### config.mk
export PLATFORM = sky130hd
export DESIGN_NAME = pipe_buf_stage
export DESIGN_NICKNAME = d
export VERILOG_FILES = /design/src/rtl/pipe_buf_stage.sv
export SDC_FILE = /design/constraint.sdc
export NUM_CORES = 1
export LEC_CHECK = 0
export CELL_PAD_IN_SITES_DETAIL_PLACEMENT = 0
export CELL_PAD_IN_SITES_GLOBAL_PLACEMENT = 1
export CORE_ASPECT_RATIO = 2
export CORE_UTILIZATION = 39
export CTS_CLUSTER_SIZE = 30
export DETAILED_ROUTE_END_ITERATION = 10
export PLACE_DENSITY = 0.84
export SLEW_MARGIN = 5
export SYNTH_ARGS = -nofsm -noshare
export SYNTH_HDL_FRONTEND = slang
export SYNTH_SLANG_ARGS = --single-unit
### constraint.sdc
create_clock -name clk -period 2.15 [get_ports clk]
set_input_delay 0.215 -clock clk [delete_from_list [all_inputs] [get_ports clk]]
set_output_delay 0.215 -clock clk [all_outputs]
set_load 0.03 [all_outputs]
### src/rtl/pipe_buf_stage.sv
// pipe_buf_stage: reusable elastic pipeline register between two core stages.
//
// Carries a DATA_W-bit packed payload with valid/ready handshakes on both sides.
// SKID=1 gives a two-entry stage (main + skid) whose in_ready depends only on
// registered state and hold. SKID=0 gives a single-entry stage whose in_ready
// passes out_ready through combinationally.
//
// Ports:
//   clk, rst_n        rising-edge clock, asynchronous active-low reset
//   in_valid/in_ready/in_data     upstream handshake and payload
//   out_valid/out_ready/out_data  downstream handshake and payload (main entry)
//   hold              hazard stall: freezes the stage, blocks both handshakes
//   flush             empties the stage (overrides hold), drops same-cycle input
//   occupancy         number of valid entries (0..2)
//   flush_drops       saturating count of entries discarded by flush

module pipe_buf_stage #(
    parameter int unsigned        DATA_W = 64,
    parameter bit                 SKID   = 1'b1,
    parameter logic [DATA_W-1:0]  BUBBLE = '0
) (
    input  logic              clk,
    input  logic              rst_n,
    input  logic              in_valid,
    output logic              in_ready,
    input  logic [DATA_W-1:0] in_data,
    output logic              out_valid,
    input  logic              out_ready,
    output logic [DATA_W-1:0] out_data,
    input  logic              hold,
    input  logic              flush,
    output logic [1:0]        occupancy,
    output logic [7:0]        flush_drops
);

    typedef enum logic [1:0] {
        StEmpty = 2'd0,
        StOne   = 2'd1,
        StTwo   = 2'd2
    } state_e;

    state_e            state_q, state_d;
    logic [DATA_W-1:0] main_q, main_d;
    logic [DATA_W-1:0] skid_q, skid_d;
    logic [7:0]        drops_q, drops_d;
    logic [8:0]        drops_sum;
    logic              in_fire;
    logic              out_fire;

    // Occupancy is the entry count; the state encoding matches it.
    always_comb begin
        occupancy = 2'd0;
        unique case (state_q)
            StEmpty: occupancy = 2'd0;
            StOne:   occupancy = 2'd1;
            StTwo:   occupancy = 2'd2;
            default: occupancy = 2'd0;
        endcase
    end

    assign out_valid = (state_q != StEmpty) && !hold;
    assign out_data  = (state_q != StEmpty) ? main_q : BUBBLE;

    generate
        if (SKID) begin : g_skid_ready
            // Registered-only: no path from out_ready.
            assign in_ready = !hold && (state_q != StTwo);
        end else begin : g_pass_ready
            assign in_ready = !hold && ((state_q == StEmpty) || out_ready);
        end
    endgenerate

    assign in_fire     = in_valid && in_ready;
    assign out_fire    = out_valid && out_ready;
    assign flush_drops = drops_q;

    assign drops_sum = {1'b0, drops_q} + {7'd0, occupancy};

    always_comb begin
        state_d = state_q;
        main_d  = main_q;
        skid_d  = skid_q;
        drops_d = drops_q;
        if (flush) begin
            // Flush wins over hold and over any same-cycle input beat.
            state_d = StEmpty;
            main_d  = BUBBLE;
            skid_d  = BUBBLE;
            drops_d = drops_sum[8] ? 8'hFF : drops_sum[7:0];
        end else begin
            unique case (state_q)
                StEmpty: begin
                    if (in_fire) begin
                        main_d  = in_data;
                        state_d = StOne;
                    end
                end
                StOne: begin
                    if (out_fire && in_fire) begin
                        main_d = in_data;
                    end else if (out_fire) begin
                        state_d = StEmpty;
                    end else if (in_fire && SKID) begin
                        skid_d  = in_data;
                        state_d = StTwo;
                    end
                end
                StTwo: begin
                    // in_ready is low here, so only a drain can happen.
                    if (out_fire) begin
                        main_d  = skid_q;
                        state_d = StOne;
                    end
                end
                default: state_d = StEmpty;
            endcase
        end
    end

    always_ff @(posedge clk or negedge rst_n) begin
        if (!rst_n) begin
            state_q <= StEmpty;
            main_q  <= BUBBLE;
            skid_q  <= BUBBLE;
            drops_q <= 8'd0;
        end else begin
            state_q <= state_d;
            main_q  <= main_d;
            skid_q  <= skid_d;
            drops_q <= drops_d;
        end
    end

endmodule

; Word-level counts from Yosys, hierarchy flattened
; Index checks and enable logic that the tools add are counted.
[word_totals]
latchBits = 0
wordCells = 48
out_inout_bits = 76
mem_bits_ro = 0
mem_count = 0
ram_bits = 0
ff_bits = 138
input_bits = 70
[classes]
n_lt_le_gt_ge = 0
mul = 0
n_eq_ne = 10
n_mux = 19
shifts = 0
n_bitwise = 0
addsub = 1
div = 0
n_reduce_logical = 14
[ops]
columns = cell, n
row1 = 2-to-1 mux 64 bit, 9
row2 = one-hot mux 64 bit (3 select lines), 1
row3 = 2-to-1 mux 2 bit, 6
row4 = inequality test 3 bit (second input constant), 4
row5 = AND reduction 4 bit, 3
row6 = adder 8 x 2 -> 9 bit, 1
row7 = 2-to-1 mux 8 bit, 1
row8 = inequality test 2 bit (second input constant), 3
row9 = one-hot mux 2 bit (3 select lines), 1
row10 = nonzero test 2 bit, 3
row11 = logical AND 1 bit, 5
row12 = inequality test 4 bit (second input constant), 1
row13 = one-hot mux 2 bit (2 select lines), 1
row14 = nonzero test 4 bit, 1
row15 = equality test 2 x 1 -> 1 bit (second input constant), 1
row16 = equality test 2 bit (second input constant), 1
row17 = logical NOT 2 bit, 1
row18 = logical NOT 1 bit, 1

; Longest topological paths before layout
[logic_depth]
word_depth = 8
ltp_mapped = 7
depth_no_buf = 6

; Worst setup path before layout
; No wires, ideal clock.
[synth_timing]
path_type = register -> register
start = register state_q[0]
end = register drops_q[6] (netlist: flush_drops[6])
synth_period_minus_slack_ns = 2.029
path_slack_ns = 0.121
stages_incl_launch_ff = 7
setup_ns = 0.125
path_buffers = 0
required_ns = 2.025
arrival_time_ns = 1.904
path_cell_list = dfrtp_1 nor2b_1 ha_1 ha_1 a21o_1 nand4_1 mux2_2
[synth_via]
elab_chain_len = 4
elab_cells_between_ends = 5
classes_between = add/sub: 1 / eq/ne: 2 / mux: 2
[synth_rtl]
columns = element, line
row1 = "start, declared", 42  ; state_e state_q, state_d;
row2 = "start signal, assigned", 122  ; state_q <= StEmpty;
row3 = "start signal, assigned", 127  ; state_q <= state_d;
row4 = equality test 2 bit / equality test 2 x 1 -> 1 bit (equally long branches), 53  ; unique case (state_q)
row5 = one-hot mux 2 bit (2 select lines) (*), 53
row6 = via occupancy[0], 32  ; output logic [1:0] occupancy,
row7 = adder 8 x 2 -> 9 bit (*), 77  ; assign drops_sum = {1'b0, drops_q} + {7'd0, occupancy};
row8 = 2-to-1 mux 8 bit (*), 89  ; drops_d = drops_sum[8] ? 8'hFF : drops_sum[7:0];
row9 = "end signal, assigned", 130  ; drops_q <= drops_d;
row10 = "end, declared", 45  ; logic [7:0] drops_q, drops_d;
; The timed path passes the listed nets; every way through them passes the cells marked *.
; A chain may end at the register's enable or synchronous reset.

; Final worst setup path
[layout_timing]
start = register state_q[0]
end = output occupancy[1]
[layout_via]
elab_chain_len = 2
elab_cells_between_ends = 3
classes_between = eq/ne: 2 / mux: 1
[layout_rtl]
columns = element, line
row1 = equality test 2 bit / equality test 2 x 1 -> 1 bit (equally long branches), 53
row2 = one-hot mux 2 bit (2 select lines) (*), 53
row3 = "end, declared", 32
; Mark *: on every way between the ends. The rest lies on a longest branch, timed or not.

==> metrics.cfg <==
[place]
io_buffer_count=145
dpl.hpwl_mm=11.53
numPlacedInstances=944
gp_congestion=0.7772

[clocking]
number_of_buffers_created_by_cts=17
clockRootBuffer=sky130_fd_sc_hd__clkbuf_16
insertion_delay_ns=0.41
cts_tree=done
maximum_number_of_buffers_from_clock_root_to_sink=2
clock-sinks=138
cts.clk_slew.worst_paths_ns=0.06
h_tree_levels=4

[setup_path]
critical_path.max_fanout=53
startpoint_class_of_the_critical_path=flip-flop
timing_worst_setup_path_type=reg2out
timing.critical_path.cells=nand2b_2 -> inv_2 -> buf_8 -> buf_4
worstSetupStartpoint=state_q[0]$_DFFE_PN0P_
crit_path_max_incr_delay_ns=0.46
data_required_critical_path_ns=1.93
critical_path_arrival_ns=1.82
worst_r2r_endpoint=main_q[38]$_DFFE_PN0P_
crit_slowest_cell=sky130_fd_sc_hd__dfrtp_1
ff2ff_setup_slack_ns=0.14
r2r_start=state_q[0]$_DFFE_PN0P_
worst_r2r_path_depth=6
setup.worst_path.end_class=output port

[sta]
fin_setup_tns_ns=0
max_clock_freq_mhz=491.4
grt_setup_unrepaired=no
worst_hold_slack_ns=0.3209
finalHoldViolCount=0
timing.final.setup_violations=0
period_share_pct=94.66
clock_period_minus_worst_slack_ns=2.035
max_slew_margin_pct=52.62
report.final.slew_viol_count=0
finClkSkew_ns=0.008883
max_slew.worst_pin.slew_ns=0.7107

[worst_hold_path]
type_of_the_most_critical_hold_path=in2async

[finish]
insertedDiodeCount=0
final_net_count=832
stdcell_count=976
drive_above_1_share_pct=16.19
utilization_pct=54.08
fillCellCount=1452
synthToLayoutAreaGrowth_pct=35.26

[floorplan]
rows=66
initial_utilization_pct=39.98
core_area_sq_um=16270
top_level_ports=146
design.die.area_sq_um=17230
fp.dieW_microns=93.32
floorplan.die.height_microns=184.6

[synthesis]
synth_warnings=0
syn-num-nets=696
synth_enable_flop_cells=0
synth_top_area_share_pct=53.10
postSynth.asyncResetShare_pct=100.0
synth.most_common_cell=sky130_fd_sc_hd__dfrtp_1
synthMuxAreaShare_pct=12.25
syn-cell-area_sq_um=6504
seq_area_frac_synth_pct=53.10
netlist-cell-type-count=29
synth_simple_gate_area_share_pct=15.20
netlist_instances=624
synth-adder-area-share_pct=0.5387
synth_xor_area_share_pct=0.1347
postSynth.topFlopCell=sky130_fd_sc_hd__dfrtp_1
synth-compound-area-share_pct=15.41
netlist.top_cell.by_area=sky130_fd_sc_hd__dfrtp_1
synth_top_family_by_area=compound AO/OA/AOI/OAI gates
synth_top_cells_by_count=138 x sky130_fd_sc_hd__dfrtp_1, 132 x sky130_fd_sc_hd__nand2_1, 67 x sky130_fd_sc_hd__a21oi_1
postSynthAreaPerCell_sq_um=10.42
synth_top_cells_by_area=sky130_fd_sc_hd__dfrtp_1 53%, sky130_fd_sc_hd__mux2_2 11%, sky130_fd_sc_hd__a22o_1 8.6%
register_bit_total_from_synthesis=138

[route]
drt-wirelength-per-cell_microns=17.96
routed_wl_mm=17.53
initialDrtViolationCount=268
drc=0
detailroute.via_count=5274
route.detailed.vias_per_inst=5.404
drt_pass1_iterations=5
final_antenna_net_count=0

[global_routing]
grt.total_usage_pct=21.94
grt_max_degree=62
antenna_violations_before_repair=0
overflow=0
grt_pass1_wl_mm=28.81
first_global_vias=5687

[power]
power_density_nw_per_um2=793.0
peakVddDrop_mv=0.4207
leakage_nw=4.271

[run]
drv_cap=0

[status]
run_status=finished, final reports clean

## how the worst max path moves through the flow
stage	endpoint	slack, ns	cells after the start
final	occupancy[1]	0.11	4
after detailed placement	main_q[28]$_DFFE_PN0P_	0.005	6
after floorplan	flush_drops[6]$_DFFE_PN0P_	0.12	6
after global placement	main_q[27]$_DFFE_PN0P_	0.03	6
after global routing	occupancy[1]	0.01	4
after CTS	out_valid	0.01	4
## critical path, delay by kind of cell, from the launching register on
family,cells,cell delay [ns]
buffers and inverters,3,0.64
DFF,1,0.46
and+or+nand+nor,1,0.28
## what timing repair did
item,4_1_cts,5_1_grt
hold buffers,1,0
hold endpoints to repair,49,0
cloned,0,0
gates resized for setup,66,6
setup endpoints to repair,66,4
setup buffers,0,0
## metrics by stage
step | power, W | setup WS, ns | cell area (sq um)
after floorplan | 0.003513 | 0.1208 | 6504
after global placement | 0.004037 | 0.02538 | 8250
after detailed placement | 0.004072 | 0.004578 | 8250
after CTS | 0.007051 | 0.01037 | 8792
after global routing | 0.007261 | 0.01206 | 8797
final | 0.006976 | 0.1148 | 8797
## registers in the layout, indices dropped and copies added (netlist names)
name / flops
flush_drops: 8
main_q: 64
skid_q: 64
state_q: 2
## per-layer routing
layer	global-route usage (%)	vias up	share of wire (%)
li1	-	2420	-
met1	23.86	2653	38
met2	39.38	162	54
met3	3.424	39	4.0
met4	13.05	0	4.1
met5	0	-	0
## final cells by class
cell class                      instances  area, sq um  area share (%)
Multi-Input combinational cell        434         2864           32.56
Sequential cell                       138         3453           39.25
Inverter                                4        15.01          0.1707
Clock buffer                           20        466.7           5.305
Clock inverter                         11        142.6           1.621
Timing Repair Buffer                  165         1600           18.19
Tap cell                              204        255.2           2.901
## placed cells by master, fill, tap and decap left out, drive strengths merged
| master | count |
|---|---|
| mux2i | 2 |
| a31oi | 3 |
| clkbuf | 21 |
| nor2 | 6 |
| a32oi | 1 |
| dfrtp | 138 |
| nor2b | 65 |
| a21o | 2 |
| and3 | 2 |
| buf | 22 |
| a32o | 2 |
| dlygate4sd2 | 64 |
| maj3 | 1 |
| dlygate4sd3 | 1 |
| clkinv | 5 |
| a22o | 64 |
| bufinv | 3 |
| clkinvlp | 2 |
| nand2b | 4 |
| ha | 2 |
| nand2 | 132 |
| o21bai | 1 |
| nand4 | 1 |
| a21oi | 68 |
| inv | 5 |
| dlymetal6s2s | 2 |
| clkdlybuf4s50 | 75 |
| o21ai | 4 |
| nand3 | 4 |
| mux2 | 69 |
| xnor2 | 1 |
## where the power goes
part | leakage [nW] | total [W] | internal (W) | switching (W)
combinational | 2.12 | 0.00109 | 0.000504 | 0.000585
sequential | 1.85 | 0.00289 | 0.00277 | 0.000126
clock | 0.298 | 0.00299 | 0.00191 | 0.00109
## kinds of logic (layout without fill, tap and decap cells)
| logic type | after synthesis | count (layout) |
|---|---|---|
| AOI/OAI and AO/OA | 145 | 145 |
| xor gates and xnor gates | 1 | 1 |
| adders and majority gates | 3 | 3 |
| buffers and inverters | 52 | 200 |
| DFF | 138 | 138 |
| muxes | 71 | 71 |
| and+or+nand+nor | 214 | 214 |
Power figures use the tool's default switching activity.
